`config.mk`:
```
export PLATFORM = sky130hd
export DESIGN_NAME = ps2_key_decoder
export DESIGN_NICKNAME = d
export VERILOG_FILES = /design/src/rtl/ps2_key_decoder.sv
export SDC_FILE = /design/constraint.sdc
export NUM_CORES = 1
export LEC_CHECK = 0
export CORE_AREA = 5 5 85 87
export CTS_CLUSTER_SIZE = 28
export DETAILED_ROUTE_END_ITERATION = 8
export DIE_AREA = 0 0 90 92
export HOLD_SLACK_MARGIN = 0.03
export PLACE_DENSITY_LB_ADDON = 0.08
export SETUP_SLACK_MARGIN = 0.5
export SYNTH_ARGS = -nofsm -noshare
export SYNTH_HDL_FRONTEND = slang
export SYNTH_SLANG_ARGS = --single-unit
```
`constraint.sdc`:
```
create_clock -name clock -period 5.45 [get_ports clock]
set_clock_uncertainty 0.1 [all_clocks]
set_input_delay 1.635 -clock clock [delete_from_list [all_inputs] [get_ports clock]]
set_output_delay 1.635 -clock clock [all_outputs]
set_load 0.005 [all_outputs]
```
`src/rtl/ps2_key_decoder.sv`:
```
// PS/2 keyboard receiver: pin sync, 11-bit frame deframing, make/break/E0 decode into a held-key level.
// Optional build macro PS2_PARITY_CHECK_EN enforces odd parity on received frames.
module ps2_key_decoder #(
    parameter int TIMEOUT_CYCLES = 50000
) (
    input  logic       clock,
    input  logic       resetn,
    input  logic       ps2_clk,
    input  logic       ps2_dat,
    output logic [7:0] received_data,
    output logic       received_data_en,
    output logic       key_extended,
    output logic       byte_valid,
    output logic [7:0] byte_out,
    output logic       frame_error
);

    localparam int CNT_W = (TIMEOUT_CYCLES > 2) ? $clog2(TIMEOUT_CYCLES) : 1;
    localparam logic [CNT_W-1:0] CNT_LAST = CNT_W'(TIMEOUT_CYCLES - 1);

    typedef enum logic {IDLE, SHIFT} frameState_t;
    typedef enum logic [1:0] {BASE, GOT_E0, GOT_F0, GOT_E0F0} prefixState_t;

    frameState_t  frameState, frameNext;
    prefixState_t prefixState, prefixNext;

    logic [1:0]       clkSync, datSync;
    logic             clkHist;
    logic             fallEdge, datBit;
    logic [3:0]       bitCnt;
    logic [7:0]       dataShift;
    logic [CNT_W-1:0] idleCnt;
    logic             frameDone, timeoutHit, parityOk, frameGood, byteAccept;
    logic             keyLoad, keyRelease, extNow, isSpecial;

    // Synchronisers reset to the idle-high bus level so release never fakes an edge.
    always_ff @(posedge clock) begin
        if (!resetn) begin
            clkSync <= 2'b11;
            datSync <= 2'b11;
            clkHist <= 1'b1;
        end else begin
            clkSync <= {clkSync[0], ps2_clk};
            datSync <= {datSync[0], ps2_dat};
            clkHist <= clkSync[1];
        end
    end

    assign fallEdge = clkHist & ~clkSync[1];
    assign datBit   = datSync[1];

`ifdef PS2_PARITY_CHECK_EN
    logic parityBit;
    always_ff @(posedge clock) begin
        if (!resetn)
            parityBit <= 1'b0;
        else if (frameState == SHIFT && fallEdge && bitCnt == 4'd8)
            parityBit <= datBit;
    end
    assign parityOk = ^{dataShift, parityBit};
`else
    assign parityOk = 1'b1;
`endif

    always_ff @(posedge clock) begin
        if (!resetn)
            frameState <= IDLE;
        else
            frameState <= frameNext;
    end

    // bitCnt 0..7 are data bits, 8 is parity, 9 is the stop bit.
    always_comb begin
        frameNext  = frameState;
        frameDone  = 1'b0;
        timeoutHit = 1'b0;
        case (frameState)
            IDLE: begin
                if (fallEdge && !datBit)
                    frameNext = SHIFT;
            end
            SHIFT: begin
                if (fallEdge) begin
                    if (bitCnt == 4'd9) begin
                        frameNext = IDLE;
                        frameDone = 1'b1;
                    end
                end else if (idleCnt == CNT_LAST) begin
                    frameNext  = IDLE;
                    timeoutHit = 1'b1;
                end
            end
            default: frameNext = IDLE;
        endcase
    end

    assign frameGood  = datBit & parityOk;
    assign byteAccept = frameDone & frameGood;

    always_ff @(posedge clock) begin
        if (!resetn) begin
            bitCnt    <= 4'd0;
            dataShift <= 8'd0;
            idleCnt   <= '0;
        end else begin
            if (frameState == IDLE) begin
                bitCnt <= 4'd0;
            end else if (fallEdge) begin
                if (bitCnt < 4'd8)
                    dataShift <= {datBit, dataShift[7:1]};
                bitCnt <= bitCnt + 4'd1;
            end
            if (frameState == IDLE || fallEdge)
                idleCnt <= '0;
            else if (idleCnt != CNT_LAST)
                idleCnt <= idleCnt + 1'b1;
        end
    end

    always_ff @(posedge clock) begin
        if (!resetn)
            prefixState <= BASE;
        else
            prefixState <= prefixNext;
    end

    always_comb begin
        case (dataShift)
            8'h00, 8'hAA, 8'hEE, 8'hFA, 8'hFE, 8'hFF: isSpecial = 1'b1;
            default:                                  isSpecial = 1'b0;
        endcase
    end

    assign extNow = (prefixState == GOT_E0) || (prefixState == GOT_E0F0);

    always_comb begin
        prefixNext = prefixState;
        keyLoad    = 1'b0;
        keyRelease = 1'b0;
        if (timeoutHit) begin
            prefixNext = BASE;
        end else if (byteAccept) begin
            if (dataShift == 8'hE0) begin
                prefixNext = GOT_E0;
            end else if (dataShift == 8'hF0) begin
                if (prefixState == BASE)
                    prefixNext = GOT_F0;
                else if (prefixState == GOT_E0)
                    prefixNext = GOT_E0F0;
            end else if (isSpecial) begin
                prefixNext = BASE;
            end else begin
                prefixNext = BASE;
                if (prefixState == BASE || prefixState == GOT_E0) begin
                    // A typematic repeat of the held key leaves everything as is.
                    if (!(received_data_en && dataShift == received_data && extNow == key_extended))
                        keyLoad = 1'b1;
                end else if (dataShift == received_data && extNow == key_extended) begin
                    keyRelease = 1'b1;
                end
            end
        end
    end

    always_ff @(posedge clock) begin
        if (!resetn) begin
            received_data    <= 8'd0;
            received_data_en <= 1'b0;
            key_extended     <= 1'b0;
            byte_valid       <= 1'b0;
            byte_out         <= 8'd0;
            frame_error      <= 1'b0;
        end else begin
            byte_valid  <= byteAccept;
            frame_error <= timeoutHit | (frameDone & ~frameGood);
            if (byteAccept)
                byte_out <= dataShift;
            if (keyLoad) begin
                received_data    <= dataShift;
                key_extended     <= extNow;
                received_data_en <= 1'b1;
            end else if (keyRelease) begin
                received_data_en <= 1'b0;
            end
        end
    end

endmodule
```
==> summary by stage, run 1 <==
Status
The flow ran to the end, and the final reports show no timing, DRC or antenna violations.

Logic synthesis
The number of nets in the synthesized netlist is roughly 280. After synthesis, the cell types taking the most area are sky130_fd_sc_hd__dfxtp_1 46%, sky130_fd_sc_hd__mux2i_1 11%, sky130_fd_sc_hd__nor2_1 6.1%, sky130_fd_sc_hd__xor2_1 5.7%, sky130_fd_sc_hd__nand2_1 5.1%. The leading cell type by number of instances after synthesis is sky130_fd_sc_hd__dfxtp_1. After synthesis, the largest area contributor takes up between 40% and 50% of total cell area. The synthesized area is 2440 um^2. The number of storage elements in the synthesis netlist is 56. The total number of yosys warnings is 0. The commonest cells after synthesis are 56 x sky130_fd_sc_hd__dfxtp_1, 40 x sky130_fd_sc_hd__nor2_1, 33 x sky130_fd_sc_hd__nand2_1, 26 x sky130_fd_sc_hd__mux2i_1, 16 x sky130_fd_sc_hd__xor2_1. The synthesized design contains 0 enable-type register cells.

Synthesis instantiated 37 different standard cells from the library. Summing the sequential cell areas from Yosys gives 45.9% of the chip area. After technology mapping, the gate count stands at 269. The synthesized design spends more area on one cell type than any other, namely sky130_fd_sc_hd__dfxtp_1.

For this run, the leading register cell type out of synthesis is sky130_fd_sc_hd__dfxtp_1. In the synthesized netlist the async set-or-reset flop fraction comes to 0%. The average instance in the mapped netlist occupies 9.09 um^2.

GRT
The number of antenna violations at the first check in global routing is 0. Global routing used 3.44% of the available met3 tracks. The first global-routing pass estimated 8220 um of wire. The largest net degree at the start of global routing is 31. The total overflow left after global routing is 0. The total routing usage reported by global routing is 11.8%. The global routing stage identified its most utilized layer as met2. For met1 alone, demand over resource in global routing was 16.2%. For this run, global-route usage on met2 was measured as 17.6%. The number of global-route vias before repair is 1698.

Detailed routing
The final wirelength is between 4000 and 5000 um. The first routing iteration left 53 violations. In the final routed layout, each cell accounts on average for around 13 um.

In the routed design, unresolved DRC markers number 0. The count of nets left with antenna violations once routing finished came out at 0. The total via count after detailed routing is 1783. The first TritonRoute pass finished after 4 iterations.

The mean number of vias per cell is 4.91.

Setup path
The type of element capturing the critical path is a register. The critical path startpoint category is a primary input. The data arrival time of the worst path is approximately 3.3 ns.

The path type of the worst setup path is in -> reg. In this run the worst path has a maximum fanout of 30. Data on the critical path is required at its endpoint by 5.60 ns.

Layout
After the last flow step, the layout net total stands at 292. Leaving out filler cells and counting taps, the final layout contains 363. The number of antenna diodes in the final layout is 0. From synthesis to final layout, the design area changed by 15.0%.

The share of layout cells above drive strength 1 is 5.24%. With fillers left out, the area of the finished cells amounts to 2810 um^2.

Clock network
The number of sinks driven by the clock tree is 56. Hold repair after CTS inserted 0 buffers. The number of setup buffers added after CTS is 0. The number of buffers created by CTS is 5.

The H-tree generated during clock tree synthesis spans 2 levels. The CTS tree is built. The insertion delay of the later-clocked pin in the worst-skew pair is 0.31 ns. Clock-pin slew was measured on the worst setup and hold paths at 0.09 ns. The clock passes through at most 2 buffers.

Gates resized during post-CTS repair numbered 0. The root buffer selected by CTS is sky130_fd_sc_hd__clkbuf_8.

Die
After floorplanning, the core was sized to cover between 6000 and 7000 um^2. The floorplan has 29 rows. The die area is 8280 um^2. The initial core utilization is 38.9%. 24 I/O pins were placed. The die is between 90 and 100 um tall. Measured along the x axis, the die boundary spans ~90 um.

STA
The final count of hold timing violations is 0. Setup repair after global routing left no endpoint under its margin. The number of setup violations in the final report is 0. Summed over all failing endpoints, the final setup total negative slack is 0 ns. The highest achievable clock rate is ~310 MHz. For the finished layout, the period the worst path requires is between 3 and 4 ns. The worst slew margin relative to its limit is between 30% and 40%. The final count of pins violating max slew is 0. The final cycle utilization of the critical path is between 50% and 60%. The transition at the pin with the smallest max-transition slack is 0.988 ns.

Power
The maximum vdd ir drop is between 100 and 150 uV. In this run the power density over the cells is 246 nW/um^2. The overall power is 0.000692 W. The leakage power summed over all cells is slightly above 1 nW.

Place
Once detailed placement completed, the half-perimeter wirelength came to 3180 um. The number of buffer cells added on primary ports is 23. In this run the cell area measured after placement is 2710 um^2.

Routability-driven placement finished with a final weighted congestion of 0.772. The placed instance count is 355.

Job
Across the run, the number of max-cap violations was 0.

Hold path
The worst min-delay path class is reg -> reg.
[final timing paths]
path,startpoint,end,slack [ns],depth (start not counted)
setup reg to reg,clkHist$_SDFF_PN1_,received_data[7]$_SDFFE_PN0P_,2.43,5
hold / removal,datSync[0]$_SDFF_PN1_,datSync[1]$_SDFF_PN1_,0.32,1
hold reg to reg,datSync[0]$_SDFF_PN1_,datSync[1]$_SDFF_PN1_,0.32,1
setup / recovery,resetn,idleCnt[4]$_SDFFE_PP0P_,2.27,5
[cell usage in the layout (no fill, tap or decap), types with 2 or more instances in the layout]
| cell | netlist | layout |
|---|---|---|
| sky130_fd_sc_hd__dfxtp_1 | 56 | 56 |
| sky130_fd_sc_hd__nor2_1 | 40 | 40 |
| sky130_fd_sc_hd__nand2_1 | 33 | 33 |
| sky130_fd_sc_hd__mux2i_1 | 26 | 26 |
| sky130_fd_sc_hd__clkdlybuf4s50_1 | 0 | 23 |
| sky130_fd_sc_hd__xor2_1 | 16 | 16 |
| sky130_fd_sc_hd__o21ai_0 | 9 | 9 |
| sky130_fd_sc_hd__nand3_1 | 8 | 8 |
| sky130_fd_sc_hd__nand2b_1 | 7 | 7 |
| sky130_fd_sc_hd__xnor2_1 | 7 | 7 |
| sky130_fd_sc_hd__nand4_1 | 6 | 6 |
| sky130_fd_sc_hd__a21oi_1 | 6 | 6 |
| sky130_fd_sc_hd__or3_1 | 5 | 5 |
| sky130_fd_sc_hd__clkbuf_8 | 0 | 5 |
| sky130_fd_sc_hd__and3_1 | 4 | 4 |
| sky130_fd_sc_hd__nor3_1 | 3 | 3 |
| sky130_fd_sc_hd__ha_1 | 3 | 3 |
| sky130_fd_sc_hd__inv_1 | 2 | 2 |
| sky130_fd_sc_hd__nor4_1 | 2 | 2 |
| sky130_fd_sc_hd__or4_1 | 2 | 2 |
| sky130_fd_sc_hd__nor4bb_1 | 2 | 2 |
| sky130_fd_sc_hd__nor4b_1 | 2 | 2 |
| sky130_fd_sc_hd__a211oi_1 | 2 | 2 |
| sky130_fd_sc_hd__buf_4 | 0 | 2 |
[logic make-up (layout without fill, tap and decap cells)]
| logic type | after synthesis | count (layout) | synth area share, % |
|---|---|---|---|
| AO/OA/AOI/OAI | 20 | 20 | 4.86 |
| XOR/XNOR | 23 | 23 | 8.24 |
| adder cells (fa/ha/maj) | 3 | 3 | 1.54 |
| buffers and inverters | 19 | 36 | 3.79 |
| flip-flops | 56 | 56 | 45.9 |
| multiplexers | 26 | 26 | 10.6 |
| AND/OR/NAND/NOR | 122 | 122 | 25.1 |
[critical path, cell delays in order]
cell and delay [ns]:
sky130_fd_sc_hd__clkdlybuf4s50_1 0.45, sky130_fd_sc_hd__buf_4 0.29, sky130_fd_sc_hd__nand3_1 0.50, sky130_fd_sc_hd__nand2b_1 0.34, sky130_fd_sc_hd__nor2_1 0.11
[stage by stage]
stage | util [%] | hold WS [ns] | setup WS [ns]
3_5_place_dp | 43.1 | 0.294 | 1.91
2_1_floorplan | - | 0.286 | 2.91
6_report | 44.8 | 0.316 | 2.27
5_1_grt | 44.8 | 0.340 | 2.14
3_3_place_gp | 43.1 | 0.289 | 1.95
4_1_cts | 44.8 | 0.319 | 2.24
[power by group]
part,leakage (nW),switching (W),internal [W]
logic,0.504,0.00000771,0.00000432
clock network,0.0552,0.000132,0.000137
registers,0.452,0.00000104,0.000411
[cell type report]
type,instances,area (um^2)
fill,633,3460
multi-input combinational,194,1230
sequential,56,1120
timing repair buffer,25,245
tap,77,96.3
clock buffer,6,72.6
clock inverter,2,35.0
inverter,3,11.3
[flip-flops by register name, summed over array words and instances (netlist names)]
name and cells:
key_extended 1, byte_valid 1, bitCnt 4, received_data_en 1, clkHist 1, prefixState 2, datSync 2, frameState 1
idleCnt 16, frame_error 1, byte_out 8, received_data 8, dataShift 8, clkSync 2
[routing by layer]
metal	vias to the layer above	share of wire (%)
li1	938	-
met1	812	53
met2	26	41
met3	7	4.0
met4	0	1.5
met5	-	0
Power figures use the tool's default switching activity.
==> run 2, diff against run 1 <==
==> constraint.sdc (replaced) <==
create_clock -name clock -period 3.25 [get_ports clock]
set_clock_uncertainty 0.1 [all_clocks]
set_input_delay 0.975 -clock clock [delete_from_list [all_inputs] [get_ports clock]]
set_output_delay 0.975 -clock clock [all_outputs]
set_load 0.005 [all_outputs]
==> run 2 against run 1 <==
Sequential cell count stayed put. Wire length grew 1.0%. Clock power is 45% higher. Critical path depth shrank 4. Register-to-register slack worse by 1.5 ns. Worst hold slack better by 0.0029 ns. Cell count is 1.4% higher. Critical endpoint is now received_data_en. Highest routed layer unchanged.
==> summary by stage, run 2 (synthesis results as in run 1) <==
Status
The run finished with clean final reports.

Power
The share of total power in the clock network was 35.5% (-3.3 points). The switching part of the total is 22.7% (+2.4 points). The areal power density over the cells was 389 nW/um^2 (+58%). The relative contribution of sequential cells to total power is 62.6% (+3.2 points).

The share of power burned in combinational logic is 1.9% (+0.2 points). The maximum vdd ir drop was 167 uV (+48%). The cell-internal power is 0.000852 W (+54%). The leakage power summed over all cells is 1.03 nW (+1.7%). The switching power is 0.000251 W (+78%).

Hold path
The worst min-delay path startpoint is clkSync[0]$_SDFF_PN1_. The hold-critical path depth is 1 (unchanged). For hold timing, the worst endpoint is clkSync[1]$_SDFF_PN1_.

The worst min-delay path class is reg -> reg.

Layout
The register with the most flip-flops in the final layout is idleCnt. The number of antenna repair diodes is 0 (unchanged). In the layout the commonest cells are 56 x sky130_fd_sc_hd__dfxtp_1, 40 x sky130_fd_sc_hd__nor2_1, 33 x sky130_fd_sc_hd__nand2_1. The flip-flop count of the largest register after layout came to 16 (unchanged). The total number of nets in the final design is 297 (+1.7%).

From synthesis to final layout, the design area changed by 15.9%. The most common cell after layout, fill and taps aside is sky130_fd_sc_hd__dfxtp_1. The share of the core filled with cells is 45.1% (+0.34 points). The share of layout cells above drive strength 1 is 7.22% (+2.0 points).

Setup path
The logic depth of the worst register-to-register path is 6 (+1). The worst setup path is captured at a primary output. The setup path with the least slack is of type reg -> out. The cell family contributing the most delay on the critical path is buffers and inverters. The required time of the worst setup path is 2.17 ns (-3.43 ns). In this run the critical register-to-register path is launched from clkHist$_SDFF_PN1_. The worst setup path is launched from a register. The endpoint of the most critical register-to-register path is received_data[5]$_SDFFE_PN0P_. The data arrival time of the worst path is 1.24 ns (-2.09 ns).

The reg-to-reg setup timing slack is 0.96 ns (-1.47 ns). The worst path buffer plus inverter count is 1 (-1). The top fanout value on the critical path is 3 (-90%).

The critical path's slowest cell is sky130_fd_sc_hd__clkdlybuf4s50_1. The signal on the critical path passes through clkdlybuf4s50_1. The delay of the slowest cell on the worst path is 0.53 ns (+0.03 ns).

GRT
The largest net degree at the start of global routing came to 30 (-3.2%). The aggregate global routing overflow was 0 (unchanged). The number of antenna violations at the first check in global routing is 0 (unchanged).

The number of global-route vias before repair was 1677 (-1.2%). The total routing usage reported by global routing is 11.7% (-0.10 points). The global-route wire length before repair is 8120 um (-1.3%).

Die
The chip height is 92 um (unchanged). The initial core utilization was 38.9% (unchanged). The number of rows in the core area is 29 (unchanged). The die width came to 90 um (unchanged). The I/O pin total is 24 (unchanged). The die area came to 8280 um^2 (unchanged). The total core area is 6280 um^2 (unchanged).

Detailed routing
The final wirelength is 4680 um (+1.0%). The mean number of vias per cell is 4.92 (about the same). The routed length per placed instance came to 12.7 um (-0.36%). The remaining antenna violation count after routing is 0 (unchanged). The detailed-routing iteration count for the pre-antenna-repair pass is 4 (unchanged). The final routed DRC violation total is 0 (unchanged). The total via count after detailed routing is 1809 (+1.5%). The first-iteration detailed-routing DRC count is 73 (+38%).

STA
The final count of pins violating max slew is 0 (unchanged). The routed design could run at a clock period as short as 2.31 ns. The number of setup violations in the final report came to 0 (unchanged). Setup repair after global routing left no endpoint under its margin. The highest achievable clock rate is ~430 MHz.

The setup TNS after final layout is 0 ns (unchanged). In the finished design, the share of the clock period the worst path needs comes to between 70% and 80%. The transition at the pin with the smallest max-transition slack is 0.440 ns (-0.548 ns). The final count of hold timing violations is 0 (unchanged). The worst slew margin relative to its limit is 70.4% (+36 points).

Place
The number of buffer cells added on primary ports was 23 (unchanged). The final weighted congestion of routability-driven global placement is 0.743 (-3.8%). The half-perimeter wire length of the detailed placement result is 3350 um (+5.1%).

Clock network
The hold buffer count at CTS is 0 (unchanged). The insertion delay of the later-clocked pin in the worst-skew pair was 0.31 ns (about the same). The clock-pin slew reported for the worst setup and hold paths after clock tree synthesis is 0.10 ns (about the same). The post-CTS setup-driven buffer insertion count is 0 (unchanged). The number of buffers created by CTS is 5 (unchanged). The maximum root-to-sink buffer count is 2 (unchanged). TritonCTS built the clock tree. The number of cells upsized or downsized after cts came to 0 (unchanged). The depth of the CTS H-tree is 2 (unchanged). The root buffer selected by CTS is sky130_fd_sc_hd__clkbuf_8. The number of sinks driven by the clock tree is 56 (unchanged).

Job
The reported max-cap violation count came to 0 (unchanged).
run 2: worst max-delay path by stage:
stage,start,to,slack [ns],cells after the start
detailed placement,resetn,received_data_en$_SDFFE_PN0P_,0.81,5
floorplan,bitCnt[0]$_SDFFE_PN0P_,key_extended$_SDFFE_PN0P_,1.13,7
CTS,received_data_en$_SDFFE_PN0P_,received_data_en,0.91,1
global placement,resetn,received_data_en$_SDFFE_PN0P_,0.83,5
finish,received_data_en$_SDFFE_PN0P_,received_data_en,0.94,1
global route,clkHist$_SDFF_PN1_,received_data[0]$_SDFFE_PN0P_,0.80,6
run 2: cell type report:
type                       instances  area [um^2]
fill                             631         3440
multi-input combinational        194         1230
sequential                        56         1120
timing repair buffer              30          283
tap                               77         96.3
clock buffer                       5         68.8
clock inverter                     3         22.5
inverter                           3         11.3
run 2: stage by stage:
| step | area (um^2) | instances | power, W | hold slack (ns) | setup slack, ns |
|---|---|---|---|---|---|
| 2_1_floorplan | 2440 | 269 | 0.000720 | 0.286 | 1.13 |
| 3_3_place_gp | 2740 | 360 | 0.000728 | 0.292 | 0.830 |
| 3_5_place_dp | 2740 | 360 | 0.000728 | 0.298 | 0.811 |
| 4_1_cts | 2830 | 368 | 0.00112 | 0.323 | 0.911 |
| 5_1_grt | 2830 | 368 | 0.00115 | 0.330 | 0.800 |
| 6_report | 2830 | 368 | 0.00110 | 0.318 | 0.936 |
run 2: power groups by stage:
stage          logic (W)  clock network [W]  registers, W
2_1_floorplan  0.0000141                  0      0.000706
3_3_place_gp   0.0000215                  0      0.000706
3_5_place_dp   0.0000214                  0      0.000706
4_1_cts        0.0000214           0.000410      0.000691
5_1_grt        0.0000235           0.000436      0.000691
6_report       0.0000211           0.000391      0.000690
run 2: routing by layer:
layer	vias up	wire length [um]	track usage, %
met4	0	63	4.09
met2	21	1930	17.2
met5	-	0	0
met3	5	177	3.19
li1	948	-	-
met1	835	2510	16.5
